$ cat config.mk
export PLATFORM = sky130hd
export DESIGN_NAME = fabric_port_arbiter
export DESIGN_NICKNAME = d
export VERILOG_FILES = /design/src/rtl/fabric_port_arbiter.sv
export SDC_FILE = /design/constraint.sdc
export NUM_CORES = 1
export LEC_CHECK = 0
export CORE_AREA = 3 3 40 42
export CTS_BUF_LIST = sky130_fd_sc_hd__clkbuf_8
export CTS_CLUSTER_DIAMETER = 120
export CTS_CLUSTER_SIZE = 25
export DETAILED_ROUTE_END_ITERATION = 8
export DIE_AREA = 0 0 43 45
export PLACE_DENSITY = 0.42
export SKIP_LAST_GASP = 1
export SYNTH_ARGS = -nofsm -noshare
export SYNTH_HDL_FRONTEND = slang
export SYNTH_SLANG_ARGS = --single-unit
$ cat constraint.sdc
create_clock -name clk -period 1.4 [get_ports clk]
set_input_delay 0.35 -clock clk [delete_from_list [all_inputs] [get_ports clk]]
set_output_delay 0.35 -clock clk [all_outputs]
set_load 0.01 [all_outputs]
$ cat src/rtl/fabric_port_arbiter.sv
// Two-master (instruction/data) OCP port arbiter with round-robin priority and one transaction in flight.
// Optional RESP-state timeout abort is built only when FABRIC_ARB_TIMEOUT_EN is defined.
module fabric_port_arbiter #(
    parameter int TIMEOUT_CYCLES = 255,
    parameter int TMO_WIDTH      = 8
) (
    input  logic       clk,
    input  logic       rst,
    input  logic [2:0] i_I_MCmd,
    input  logic [2:0] i_D_MCmd,
    input  logic       i_P_SCmdAccept,
    input  logic [1:0] i_P_SResp,
    output logic       o_select,
    output logic       o_busy,
    output logic       o_timeout
);

    localparam logic [1:0] ST_IDLE = 2'd0;
    localparam logic [1:0] ST_CMD  = 2'd1;
    localparam logic [1:0] ST_RESP = 2'd2;

    localparam logic [2:0] CMD_IDLE  = 3'b000;
    localparam logic [1:0] RESP_NULL = 2'b00;

    logic [1:0] state;
    logic [1:0] state_nxt;
    logic       r_sel;
    logic       last_i;
    logic       req_i;
    logic       req_d;
    logic       any_req;
    logic       win_i;
    logic       resp_vld;
    logic       tmo_hit;

    assign req_i    = (i_I_MCmd != CMD_IDLE);
    assign req_d    = (i_D_MCmd != CMD_IDLE);
    assign any_req  = req_i | req_d;
    assign resp_vld = (i_P_SResp != RESP_NULL);

    // On a tie the master that was not granted last wins; a sole requester always wins.
    assign win_i = (req_i && req_d) ? ~last_i : req_i;

    assign o_select = (state == ST_IDLE && any_req) ? win_i : r_sel;
    assign o_busy   = (state != ST_IDLE);

    always_comb begin
        state_nxt = state;
        case (state)
            ST_IDLE: begin
                if (any_req) begin
                    if (i_P_SCmdAccept && resp_vld) state_nxt = ST_IDLE;
                    else if (i_P_SCmdAccept)        state_nxt = ST_RESP;
                    else                            state_nxt = ST_CMD;
                end
            end
            ST_CMD: begin
                if (i_P_SCmdAccept && resp_vld) state_nxt = ST_IDLE;
                else if (i_P_SCmdAccept)        state_nxt = ST_RESP;
            end
            ST_RESP: begin
                if (resp_vld || tmo_hit) state_nxt = ST_IDLE;
            end
            default: state_nxt = ST_IDLE;
        endcase
    end

    always_ff @(posedge clk) begin
        if (rst) begin
            state  <= ST_IDLE;
            r_sel  <= 1'b0;
            last_i <= 1'b1;
        end else begin
            state <= state_nxt;
            if (state == ST_IDLE && any_req) begin
                r_sel  <= win_i;
                last_i <= win_i;
            end
        end
    end

`ifdef FABRIC_ARB_TIMEOUT_EN
    // Counter holds (RESP cycles so far - 1); the abort fires on the edge where it would reach TIMEOUT_CYCLES.
    localparam logic [TMO_WIDTH-1:0] TMO_LAST = TMO_WIDTH'(TIMEOUT_CYCLES - 1);

    logic [TMO_WIDTH-1:0] tmo_cnt;
    logic                 tmo_q;

    assign tmo_hit   = (state == ST_RESP) && !resp_vld && (tmo_cnt == TMO_LAST);
    assign o_timeout = tmo_q;

    always_ff @(posedge clk) begin
        if (rst) begin
            tmo_cnt <= '0;
            tmo_q   <= 1'b0;
        end else begin
            tmo_q <= tmo_hit;
            if (state != ST_RESP && state_nxt == ST_RESP)
                tmo_cnt <= '0;
            else if (state == ST_RESP && !resp_vld)
                tmo_cnt <= tmo_cnt + 1'b1;
        end
    end
`else
    logic [31:0] unused_cfg;

    assign unused_cfg = 32'(TIMEOUT_CYCLES) ^ 32'(TMO_WIDTH);
    assign tmo_hit    = 1'b0;
    assign o_timeout  = 1'b0;
`endif

endmodule
==> reports/qor.yml, run 1 <==
status: "complete, but fails checks"
violations: "setup timing"
coreArea_um2: 1280
ios: 14
io_buffers: 12
crit_chain: "buf_6 > or3_4 > a21oi_2 > a31oi_1 > buf_2"
ir_worst_vdd_mv: 0.361
worst-path-buf-inv: 2
cp_max_fo: 3
cts-htree-levels: 1
syn_avg_cell_area_um2: 9.03
layout_commonest_cell: "buf_4"
min_path_cells: 1
criticalPathCategory: "in2out"
cts_tree: "yes"
syn_nets: 34
synth_top_area_cell: "dfxtp_1"
crit_path_max_incr_delay_ns: 0.41
leakage_nw: 0.193
rsz0062_at_grt: "yes"
grt_pass1_vias: 272
r2r-start: "state[0]$_SDFFE_PP0P_"
fin_util: 0.335
track_usage: 0.0815
clockBufferDepth: 2
cts_buffers: 3
critPathLaunchType: "input pin"
ys_warn_count: 0
min_period_ns: 1.55
slew_viol_final: 0
hold_class: "reg2reg"
mostFrequentLayoutCells: "buf_4, clkdlybuf4s50_1, buf_2, dfxtp_1, clkbuf_8"
holdBufCountCts: 0
syn2layout_area_growth_pct: 107
vias_per_cell: 4.25
synth-seq-cells: 4
antenna_cells: 0
ant_nets: 0
maxCapViolCount: 0
critPathTopFamily: "simple AND/OR/NAND/NOR gates"
multi_input_area_um2: 130
fmaxAchievable_mhz: 646
synthTopCellsByArea: "dfxtp_1, or3_4, nand3b_1"
end_kind: "primary output"
p_int_mw: 0.371
post_synth_num_cell_types: 16
combPwrFrac: 0.210
powerDensity_nw_per_um2: 1100
clockPowerShare: 0.517
r2r_end: "r_sel$_SDFF_PP0_"
drive_above_1_share: 0.511
hold_ws_ns: 0.483
regArea_um2: 80.1
setup_viol: 1
hold_viol: 0
switching_share: 0.215
r2r_cells: 4
grt_max_degree: 5
clkLatencyLatePin_ns: 0.22
synth_top_area_frac: 0.386
min_from: "state[1]$_SDFFE_PP0P_"
antenna_found_initial: 0
cpMaxStageDelayCell: "or3_4"
nNetsFinal: 58
drc_errors: 0
start_util: 0.162
p_sw_mw: 0.102
synth_area_um2: 208
worst_slack_ns: -0.148
seq_power_share: 0.273
r2r_slack_ns: 0.36
dr.pass1.iters: 4
vias: 255
rows: 13
skew_ns: 0.00547
drt_iter0_drc: 1
worstHoldEndpoint: "state[0]$_SDFFE_PP0P_"
seq_area_frac_synth: 0.386
synthCells: 23
die-height_um: 45
finalWeightedCongestion: 0.654
die_w_um: 43
wl_per_cell_um: 11.4
dieArea_um2: 1940
path_clk_slew_ns: 0.03
clock_sinks: 4
stdcell_count: 60
crit_arrival_ns: 1.20
grt_pass1_wl_um: 1080
grt_overflow: 0
cts-root-buf: "clkbuf_8"
finalCritPeriodShare: 1.11
worst_ep_required_time_ns: 1.05
hpwl_um: 542
fillers: 136
dp.cells: 56
wl_um: 681
-- worst max path at each step --
stage	slack, ns	endpoint	depth (start not counted)	startpoint
after floorplan	0.04	o_select	2	i_D_MCmd[1]
after global placement	-0.83	o_select	5	i_I_MCmd[1]
after detailed placement	-0.84	o_select	5	i_I_MCmd[1]
after CTS	-0.14	o_select	5	i_I_MCmd[2]
after global routing	-0.16	o_select	5	i_I_MCmd[2]
final	-0.15	o_select	5	i_I_MCmd[2]
-- metal layers --
layer | vias to the layer above | track usage | wire [um]
met5 | - | 0 | 0
met4 | 0 | 0.0723 | 0
met3 | 0 | 0.0319 | 62
met2 | 15 | 0.141 | 348
met1 | 112 | 0.0743 | 270
li1 | 128 | - | -
-- state kept, by name, indices dropped and copies added, names as in the netlist --
register,cells
last_i,1
r_sel,1
state,2
-- final cells by class --
class | count | share of cell area
repair buffers | 20 | 0.363
multi-input cells | 17 | 0.302
flip-flops and latches | 4 | 0.186
inverters | 1 | 0.00872
clock buffers | 3 | 0.0959
well taps | 15 | 0.0436
-- repair_timing --
| item | in CTS | in global routing |
|---|---|---|
| gates resized for setup | 25 | 2 |
| setup buffers | 1 | 0 |
| endpoints found under the setup margin | 6 | 2 |
| pin swaps | 4 | 1 |
-- logic make-up (layout without fill, tap and decap cells) --
group	Yosys count	after routing	synth area share
other cells	1	1	0.0181
flops	4	4	0.386
simple gates	10	10	0.361
buf+inv	2	24	0.0542
compound gates	6	6	0.181
-- per-stage QoR --
| step | setup slack (ns) | setup TNS [ns] | cell area (um^2) | power, mW |
|---|---|---|---|---|
| global route | -0.163 | -0.163 | 430 | 0.493 |
| floorplan | 0.0434 | 0 | 208 | 0.165 |
| CTS | -0.143 | -0.235 | 434 | 0.481 |
| finish | -0.148 | -0.148 | 430 | 0.473 |
| global placement | -0.830 | -1.99 | 392 | 0.228 |
| detailed placement | -0.840 | -2.17 | 392 | 0.231 |
-- synth_stat cells, drive strengths merged --
cell	count
dfxtp	4
a21oi	2
nand3b	2
nor3	2
or3	2
a311oi	1
a31oi	1
and3	1
buf	1
conb	1
inv	1
nand2b	1
nor2	1
nor4	1
o21ai	1
o21bai	1
-- power by group through the flow --
| stage | Clock [mW] | Sequential (mW) | Combinational, mW |
|---|---|---|---|
| 5_1_grt | 0.254 | 0.130 | 0.108 |
| 2_1_floorplan | 0 | 0.128 | 0.0364 |
| 3_5_place_dp | 0 | 0.129 | 0.102 |
| 3_3_place_gp | 0 | 0.128 | 0.0991 |
| 4_1_cts | 0.252 | 0.129 | 0.101 |
| 6_report | 0.245 | 0.129 | 0.0995 |
(Power assumes the default switching activity.)
==> inputs of run 2 (changes only) <==
==> constraint.sdc (replaced) <==
create_clock -name clk -period 1.4 [get_ports clk]
set_input_delay 0.14 -clock clk [delete_from_list [all_inputs] [get_ports clk]]
set_output_delay 0.14 -clock clk [all_outputs]
set_load 0.01 [all_outputs]
==> reports/qor.yml, run 2 (synthesis gave the netlist of run 1 again) <==
crit_arrival_ns: 1.18
grt_pass1_vias: 264
clkLatencyLatePin_ns: 0.21
leakage_nw: 0.214
antenna_cells: 0
ir_worst_vdd_mv: 0.550
antenna_found_initial: 0
min_from: "i_D_MCmd[2]"
grt_overflow: 0
min_period_ns: 1.32
cts-root-buf: "clkbuf_8"
start_util: 0.162
ios: 14
worst_ep_required_time_ns: 1.26
path_clk_slew_ns: 0.03
dieArea_um2: 1940
clock_sinks: 4
hold_viol: 0
hpwl_um: 495
nNetsFinal: 55
cts-htree-levels: 1
crit_chain: "clkdlybuf4s50_1 > or3_4 > a31oi_1 > buf_2"
cts_buffers: 3
powerDensity_nw_per_um2: 1050
finalWeightedCongestion: 0.695
criticalPathCategory: "in2out"
dp.cells: 53
layout_commonest_cell: "clkdlybuf4s50_1"
cpMaxStageDelayCell: "clkdlybuf4s50_1"
syn2layout_area_growth_pct: 110
maxCapViolCount: 0
coreArea_um2: 1280
setup_viol: 0
drt_iter0_drc: 1
vias_per_cell: 4.33
hold_class: "in2reg"
r2r_cells: 5
wl_per_cell_um: 11.0
regMostFlops: "state"
drive_above_1_share: 0.381
largest_reg_flops: 2
status: "completed"
skew_ns: 0.00318
rsz0062_at_grt: "no"
reg_top3: "state x2, last_i x1, r_sel x1"
grt_pass1_wl_um: 1060
wl_um: 628
rows: 13
grt_max_degree: 5
r2r-start: "state[1]$_SDFFE_PP0P_"
cp_max_fo: 2
met2_usage: 0.144
critPathLaunchType: "input pin"
grtUsageMet3: 0.0518
stdcell_count: 57
p_total_mw: 0.460
min_path_cells: 4
finalCritPeriodShare: 0.943
slew_viol_final: 0
ant_nets: 0
met1_usage: 0.0676
holdBufCountCts: 0
fmaxAchievable_mhz: 758
cp-startpoint: "i_D_MCmd[0]"
track_usage: 0.0842
dr.pass1.iters: 3
crit_path_max_incr_delay_ns: 0.39
fillers: 137
drc_errors: 0
die_w_um: 43
grt.busiest_layer: "met2"
die-height_um: 45
clockBufferDepth: 2
io_buffers: 12
end_kind: "primary output"
mostFrequentLayoutCells: "clkdlybuf4s50_1, buf_4, dlymetal6s2s_1"
cts_tree: "yes"
vias: 247
run 2: metal layers:
metal  vias to the layer above  share of wire
met5                         -              0
met4                         0          0.011
met3                         2           0.11
met2                        13           0.47
met1                       110           0.40
li1                        122              -
run 2: final timing paths:
path | slack (ns) | endpoint
worst min register to register | 0.46 | state[0]$_SDFFE_PP0P_
worst max register to register | 0.34 | last_i$_SDFFE_PP1P_
worst min-delay path | 0.38 | r_sel$_SDFF_PP0_
worst max-delay path | 0.08 | o_select
run 2: through the flow:
stage                     instance area (um^2)  hold slack, ns  utilization  TNS (ns)  setup slack (ns)
after global routing                       437           0.425        0.340         0           0.00666
after detailed placement                   369           0.472        0.287    -0.816            -0.421
after floorplan                            208           0.212            -         0             0.345
final                                      437           0.379        0.340         0            0.0799
after global placement                     369           0.462        0.287    -0.694            -0.416
after CTS                                  419           0.458        0.326   -0.0295           -0.0295
run 2: cell type report:
| type | instances | area [um^2] | area share |
|---|---|---|---|
| repair buffers | 17 | 161 | 0.370 |
| multi-input cells | 17 | 130 | 0.298 |
| flip-flops and latches | 4 | 81.3 | 0.186 |
| clock buffers | 3 | 41.3 | 0.0946 |
| well taps | 15 | 18.8 | 0.0430 |
| inverters | 1 | 3.75 | 0.00860 |
run 2: repair_timing:
action	4_1_cts	5_1_grt
gates resized for setup	8	5
endpoints found under the setup margin	2	3
pin swaps	1	4
endpoints found under the hold margin	0	0
buffers inserted	1	0
run 2: power by group:
group	switching [mW]	internal [mW]
registers	0.00607	0.124
clock network	0.0541	0.183
logic	0.0323	0.0611
run 2: critical path: cells and delay by family:
family | cells | cell delay [ns]
buffers and inverters | 2 | 0.54
AND/OR/NAND/NOR | 1 | 0.36
AO/OA/AOI/OAI | 1 | 0.13
